**src/rtl/sipo_frame_pkg.sv**
```systemverilog
// Shared types for the serial frame controller. The PARITY state is used only
// when SIPO_FRAME_PARITY_EN is defined.
package sipo_frame_pkg;

  localparam int MIN_WIDTH = 2;

  typedef enum logic [1:0] {
    ST_IDLE   = 2'd0,
    ST_SHIFT  = 2'd1,
    ST_PARITY = 2'd2,
    ST_DONE   = 2'd3
  } frame_state_e;

endpackage

```
**src/rtl/sipo_shift_en.sv**
```systemverilog
// WIDTH-bit serial-in/parallel-out shift register. It shifts in at the LSB
// only while shift_en is high, so the first bit received ends up at the MSB.
module sipo_shift_en #(
  parameter int WIDTH = 4
) (
  input  logic             clk,
  input  logic             rst,
  input  logic             shift_en,
  input  logic             din,
  output logic [WIDTH-1:0] q
);

  logic [WIDTH-1:0] sr_q, sr_d;

  always_comb begin
    sr_d = sr_q;
    if (shift_en) sr_d = {sr_q[WIDTH-2:0], din};
  end

  // NOTE: sequential state uses non-blocking assignments only, so every flop
  // samples the values from before the edge, whatever the process order.
  always_ff @(posedge clk) begin
    if (rst) sr_q <= '0;
    else     sr_q <= sr_d;
  end

  assign q = sr_q;

endmodule

```
**src/rtl/sipo_frame_ctrl.sv**
```systemverilog
// Frame controller: start-bit detect, WIDTH-bit capture, and a valid/ready
// output register with a sticky overrun flag. SIPO_FRAME_PARITY_EN adds one
// even-parity bit after the data bits and a par_err output.
module sipo_frame_ctrl
  import sipo_frame_pkg::*;
#(
  parameter int WIDTH = 4
) (
  input  logic             clk,
  input  logic             rst,
  input  logic             en,
  input  logic             serial_in,
  input  logic             clr_ovr,
  output logic [WIDTH-1:0] data_out,
  output logic             out_valid,
  input  logic             out_ready,
`ifdef SIPO_FRAME_PARITY_EN
  output logic             par_err,
`endif
  output logic             busy,
  output logic             overrun
);

  localparam int CNT_W = (WIDTH > 1) ? $clog2(WIDTH) : 1;
  localparam logic [CNT_W-1:0] LAST_BIT = CNT_W'(WIDTH - 1);

  frame_state_e     state_q, state_d;
  logic [CNT_W-1:0] bit_cnt_q, bit_cnt_d;
  logic [WIDTH-1:0] data_q, data_d;
  logic             valid_q, valid_d;
  logic             ovr_q, ovr_d;
  logic [WIDTH-1:0] sr;
  logic             shift_en, load, drop;
`ifdef SIPO_FRAME_PARITY_EN
  logic             par_bit_q, par_bit_d;
  logic             par_err_q, par_err_d;
`endif

  sipo_shift_en #(.WIDTH(WIDTH)) u_sr (
    .clk      (clk),
    .rst      (rst),
    .shift_en (shift_en),
    .din      (serial_in),
    .q        (sr)
  );

  // NOTE: every signal assigned here gets its default first, so no path can
  // leave it unassigned and infer a latch.
  always_comb begin
    state_d   = state_q;
    bit_cnt_d = bit_cnt_q;
    shift_en  = 1'b0;
    load      = 1'b0;
    drop      = 1'b0;
`ifdef SIPO_FRAME_PARITY_EN
    par_bit_d = par_bit_q;
`endif
    unique case (state_q)
      ST_IDLE: begin
        bit_cnt_d = '0;
        if (serial_in) state_d = ST_SHIFT;
      end
      ST_SHIFT: begin
        shift_en  = 1'b1;
        bit_cnt_d = bit_cnt_q + 1'b1;
        if (bit_cnt_q == LAST_BIT) begin
          bit_cnt_d = '0;
`ifdef SIPO_FRAME_PARITY_EN
          state_d = ST_PARITY;
`else
          state_d = ST_DONE;
`endif
        end
      end
      ST_PARITY: begin
`ifdef SIPO_FRAME_PARITY_EN
        par_bit_d = serial_in;
        state_d   = ST_DONE;
`else
        state_d   = ST_IDLE;
`endif
      end
      ST_DONE: begin
        state_d = ST_IDLE;
        // A pending word that is not being accepted right now wins over the new frame.
        if (valid_q && !out_ready) drop = 1'b1;
        else                       load = 1'b1;
      end
    endcase
    // With en low, any partial frame is abandoned and the output side is left alone.
    if (!en) begin
      state_d   = ST_IDLE;
      bit_cnt_d = '0;
      shift_en  = 1'b0;
      load      = 1'b0;
      drop      = 1'b0;
    end
  end

  always_comb begin
    data_d  = data_q;
    valid_d = valid_q;
    ovr_d   = ovr_q;
`ifdef SIPO_FRAME_PARITY_EN
    par_err_d = par_err_q;
`endif
    if (valid_q && out_ready) valid_d = 1'b0;
    if (load) begin
      data_d  = sr;
      valid_d = 1'b1;
`ifdef SIPO_FRAME_PARITY_EN
      par_err_d = ^{sr, par_bit_q};
`endif
    end
    if (clr_ovr) ovr_d = 1'b0;
    if (drop)    ovr_d = 1'b1;
  end

  // NOTE: the reset is synchronous, so it only takes effect on a clock edge
  // and is written as the first branch inside the clocked block.
  always_ff @(posedge clk) begin
    if (rst) begin
      state_q   <= ST_IDLE;
      bit_cnt_q <= '0;
      data_q    <= '0;
      valid_q   <= 1'b0;
      ovr_q     <= 1'b0;
    end else begin
      state_q   <= state_d;
      bit_cnt_q <= bit_cnt_d;
      data_q    <= data_d;
      valid_q   <= valid_d;
      ovr_q     <= ovr_d;
    end
  end

`ifdef SIPO_FRAME_PARITY_EN
  always_ff @(posedge clk) begin
    if (rst) begin
      par_bit_q <= 1'b0;
      par_err_q <= 1'b0;
    end else begin
      par_bit_q <= par_bit_d;
      par_err_q <= par_err_d;
    end
  end

  assign par_err = par_err_q;
`endif

  assign data_out  = data_q;
  assign out_valid = valid_q;
  assign overrun   = ovr_q;
  assign busy      = (state_q != ST_IDLE);

endmodule

```
**config.mk**
```make
export PLATFORM = sky130hd
export DESIGN_NAME = sipo_frame_ctrl
export DESIGN_NICKNAME = d
export VERILOG_FILES = /design/src/rtl/sipo_frame_pkg.sv /design/src/rtl/sipo_shift_en.sv /design/src/rtl/sipo_frame_ctrl.sv
export SDC_FILE = /design/constraint.sdc
export NUM_CORES = 1
export LEC_CHECK = 0
export BUFFER_PORTS_ARGS = -buffer_cell sky130_fd_sc_hd__buf_4
export CAP_MARGIN = 25
export CORE_MARGIN = 3
export CORE_UTILIZATION = 36
export DETAILED_ROUTE_END_ITERATION = 8
export SLEW_MARGIN = 30
export SYNTH_ARGS = -nofsm -noshare
export SYNTH_HDL_FRONTEND = slang
export SYNTH_HIERARCHICAL = 1
export SYNTH_SLANG_ARGS = --single-unit
```
**constraint.sdc**
```tcl
create_clock -name clk -period 1.14 [get_ports clk]
set_input_delay 0.057 -clock clk [delete_from_list [all_inputs] [get_ports clk]]
set_output_delay 0.057 -clock clk [all_outputs]
set_load 0.01 [all_outputs]
```
==> summary.txt <==
Synthesis
  • Cell type with the highest aggregate area in the netlist: sky130_fd_sc_hd__dfxtp_1
  • Syn Area/Cell: 9.90 um2
  • Number of flops mapped to enable cells by yosys: 0
  • Most used flip-flop cell after synthesis: sky130_fd_sc_hd__dfxtp_1
  • Register area share after synthesis: 48.8%
  • Net count of the mapped netlist: 65
  • Post-synthesis register bit count: 14
  • Ys async rst share: 0%
  • Number of warnings reported in the yosys synthesis log: 6
  • Largest cells by area after synthesis: sky130_fd_sc_hd__dfxtp_1 49%, sky130_fd_sc_hd__mux2i_1 14%, sky130_fd_sc_hd__nand2b_1 12%
  • Most frequently used cell type in the post-synthesis netlist: sky130_fd_sc_hd__dfxtp_1
  • Count of unique library cells instantiated by Yosys: 19
  • Top cells by count, synth: 14 x sky130_fd_sc_hd__dfxtp_1, 11 x sky130_fd_sc_hd__nand2b_1, 9 x sky130_fd_sc_hd__nor2_1, 8 x sky130_fd_sc_hd__mux2i_1, 2 x sky130_fd_sc_hd__a21oi_1
  • Gate Count Post-Synth: 58
  • Fraction of post-synthesis cell area in the top cell type by area: 48.8%
  • Post-Synthesis Cell Area: 574 um2

Drt
  • Drt drc: 0
  • Via-per-instance ratio: about 4.7
  • Number of iterations in the first detailed-routing pass: 4
  • Avg WL per Cell: between 10 and 15 um
  • Total number of vias: 428
  • Violation count after the first detailed-route iteration: 6
  • Number of nets with antenna violations after detailed routing: 0
  • Routed wire length: slightly above 900 um

STA
  • Worst Hold Slack: 0.0364 ns
  • Max Transition Viols Final: 0
  • Least-Margin Pin Slew: 0.333 ns
  • Fin crit share: between 90% and 100%
  • Worst clock skew on the final layout: ~0.005 ns
  • Setup repair after global routing missed its margin: true
  • Final hold violations: 0
  • Max-slew headroom: 77.7%
  • Highest clock frequency the design can meet: a little under 900 MHz
  • Finish-stage setup viols: 0
  • Post-route minimum period: around 1.1 ns

Floorplanning
  • I/O Pins: 13
  • Die Y: 45.9 um
  • Die outline width: between 40 and 50 um
  • Initial core utilization: between 40% and 50%
  • Die area: 2110 um2
  • Core footprint: 1400 um2
  • Std cell rows: 13

Worst setup path
  • Path depth of the worst reg2reg path: 4
  • Startpoint types: flop
  • Kind of critical path: reg2out
  • Buffers plus inverters on the worst setup path: 2
  • Crit-path max FO: 4
  • CP Data Required Time: 1.08 ns
  • Largest stage delay on the critical path: 0.35 ns
  • Most common cell on crit path: sky130_fd_sc_hd__buf_6
  • Worst reg2reg setup slack: 0.04 ns
  • Critical path depth: 3
  • Largest delay contributor family on the critical path: flip-flops
  • Arr. time, crit path: 1.07 ns
  • Critical-path cell list: buf_6 > or2_4 > buf_6
  • Slowest library cell on the worst path: sky130_fd_sc_hd__dfxtp_4
  • Critical Path Sink Type: output pin

Global route
  • Number of global-route vias before repair: ~380
  • Antenna violations before repair: 0
  • Overall routing resource usage: 10.2%
  • Overall overflow remaining after global route: 0
  • Wire length of the first global-routing pass: around 1.5 mm
  • Pin count of the biggest net entering global routing: 16

Clocking
  • CTS tree: built
  • TritonCTS Sinks: 14
  • CTS HTree Levels: 1
  • Clock input transition at the sequential cells of the worst setup and hold paths: 0.08 ns
  • Cts bufs inserted: 3
  • Clock latency at the later pin of the worst-skew pair: 0.27 ns
  • Root buf cell: sky130_fd_sc_hd__clkbuf_4
  • Clk buf depth: 2

Power and ir drop
  • Part of the total power dissipated in combinational logic: 5.9%
  • Reported net switching power: 0.000175 W
  • Seq pwr share: 55.5%
  • Peak VDD IR: 1070 uV
  • Clock share of power: roughly two fifths
  • Power Density: 1150 nW/um2
  • Lkg Pwr: 0.303 nW
  • Switching share of power: approximately a fifth
  • Internal power consumption: 0.000714 W

Final layout
  • Growth of design area from synthesis to finish: 34.9%
  • Share of post-route cells with drive strength above 1: 36.8%
  • Antenna diode count: 0
  • Finished layout cell area: 774 um2
  • Nets: 84

Placement
  • Area after DPL: 688 um2
  • Buffers on Ports: 12
  • Placed wire-length estimate after detailed placement: 676 um
  • Routability congestion estimate from global placement: 0.684

Min path
  • Hold WC Path Type: in2reg
  • Hold Crit Depth: 3

Outcome
  • Outcome: finished, final reports clean

Job
  • Maximum capacitance violations: 0
## power groups by stage
stage,Sequential (W),Clock (W),Combinational (W)
final,0.000493,0.000344,0.0000521
after global routing,0.000494,0.000377,0.0000572
after CTS,0.000494,0.000356,0.0000496
after detailed placement,0.000505,0,0.0000469
after global placement,0.000505,0,0.0000471
after floorplan,0.000504,0,0.0000272
## sequential cells by signal, summed over array words and instances (netlist names)
| register | cells |
|---|---|
| data_out | 4 |
| u_sr/q | 4 |
| state_q | 2 |
| out_valid | 1 |
| bit_cnt_q | 2 |
| overrun | 1 |
## tightest hold or removal path, cell delays in order
cell,delay (ns)
sky130_fd_sc_hd__buf_4,0.09
sky130_fd_sc_hd__mux2i_1,0.06
sky130_fd_sc_hd__nor2_1,0.07
## final cells by class
| type | count | area [um2] |
|---|---|---|
| fill | 128 | 624 |
| timing repair buffer | 16 | 128 |
| tap | 15 | 18.8 |
| sequential | 14 | 288 |
| multi-input combinational | 42 | 304 |
| clock buffer | 4 | 36.3 |
## layout by cell type (no fill, tap or decap)
master                      n
sky130_fd_sc_hd__buf_4     14
sky130_fd_sc_hd__dfxtp_1   12
sky130_fd_sc_hd__nand2b_1  11
sky130_fd_sc_hd__nor2_1     9
sky130_fd_sc_hd__mux2i_1    8
sky130_fd_sc_hd__clkbuf_4   3
sky130_fd_sc_hd__a21oi_1    2
sky130_fd_sc_hd__buf_6      2
sky130_fd_sc_hd__dfxtp_4    2
sky130_fd_sc_hd__or2_4      1
sky130_fd_sc_hd__and2b_2    1
sky130_fd_sc_hd__and2_4     1
sky130_fd_sc_hd__nand3_4    1
sky130_fd_sc_hd__nor2b_1    1
sky130_fd_sc_hd__nor2_4     1
sky130_fd_sc_hd__a22oi_1    1
sky130_fd_sc_hd__nor3_1     1
sky130_fd_sc_hd__a31oi_1    1
sky130_fd_sc_hd__nor4b_2    1
sky130_fd_sc_hd__nand2_1    1
sky130_fd_sc_hd__ha_1       1
sky130_fd_sc_hd__clkbuf_8   1
## kinds of logic after synthesis
logic type                 synth area share, %
and+or+nand+nor                           29.4
muxes                                     13.9
AOI/OAI and AO/OA                         4.14
adders and majority gates                 2.18
DFF                                       48.8
buffers and inverters                     1.52
## per-stage QoR
stage          std cells  total power [W]  setup TNS, ns  setup WS, ns  utilization [%]
2_1_floorplan         58         0.000531       -0.00552      -0.00552                -
3_3_place_gp          84         0.000552              0        0.0391             49.2
3_5_place_dp          84         0.000552              0        0.0326             49.2
4_1_cts               90         0.000900              0       0.00284             53.7
5_1_grt               91         0.000928        -0.0534       -0.0311             55.4
6_report              91         0.000889              0        0.0139             55.4
## final timing paths
path | from | to
setup reg to reg | state_q[1]$_SDFFE_PP0P_ | u_sr/q[1]$_SDFFE_PP0P_
setup / recovery | state_q[1]$_SDFFE_PP0P_ | busy
hold reg to reg | overrun$_SDFFE_PP0P_ | overrun$_SDFFE_PP0P_
hold / removal | serial_in | u_sr/q[0]$_SDFFE_PP0P_
## metal layers
| layer | track usage [%] | up-vias | routed length (um) |
|---|---|---|---|
| li1 | - | 231 | - |
| met1 | 12.8 | 186 | 472 |
| met2 | 15.1 | 9 | 392 |
| met3 | 4.74 | 2 | 43 |
| met4 | 3.41 | 0 | 14 |
| met5 | 0 | - | 0 |
## timing repair
| action | CTS | global route |
|---|---|---|
| hold buffers | 0 | 0 |
| setup buffers | 2 | 1 |
| gates resized for setup | 4 | 3 |
| endpoints found under the setup margin | 1 | 6 |
| pin swaps | 1 | 2 |
Note: power is estimated with default switching activity, not from simulation.
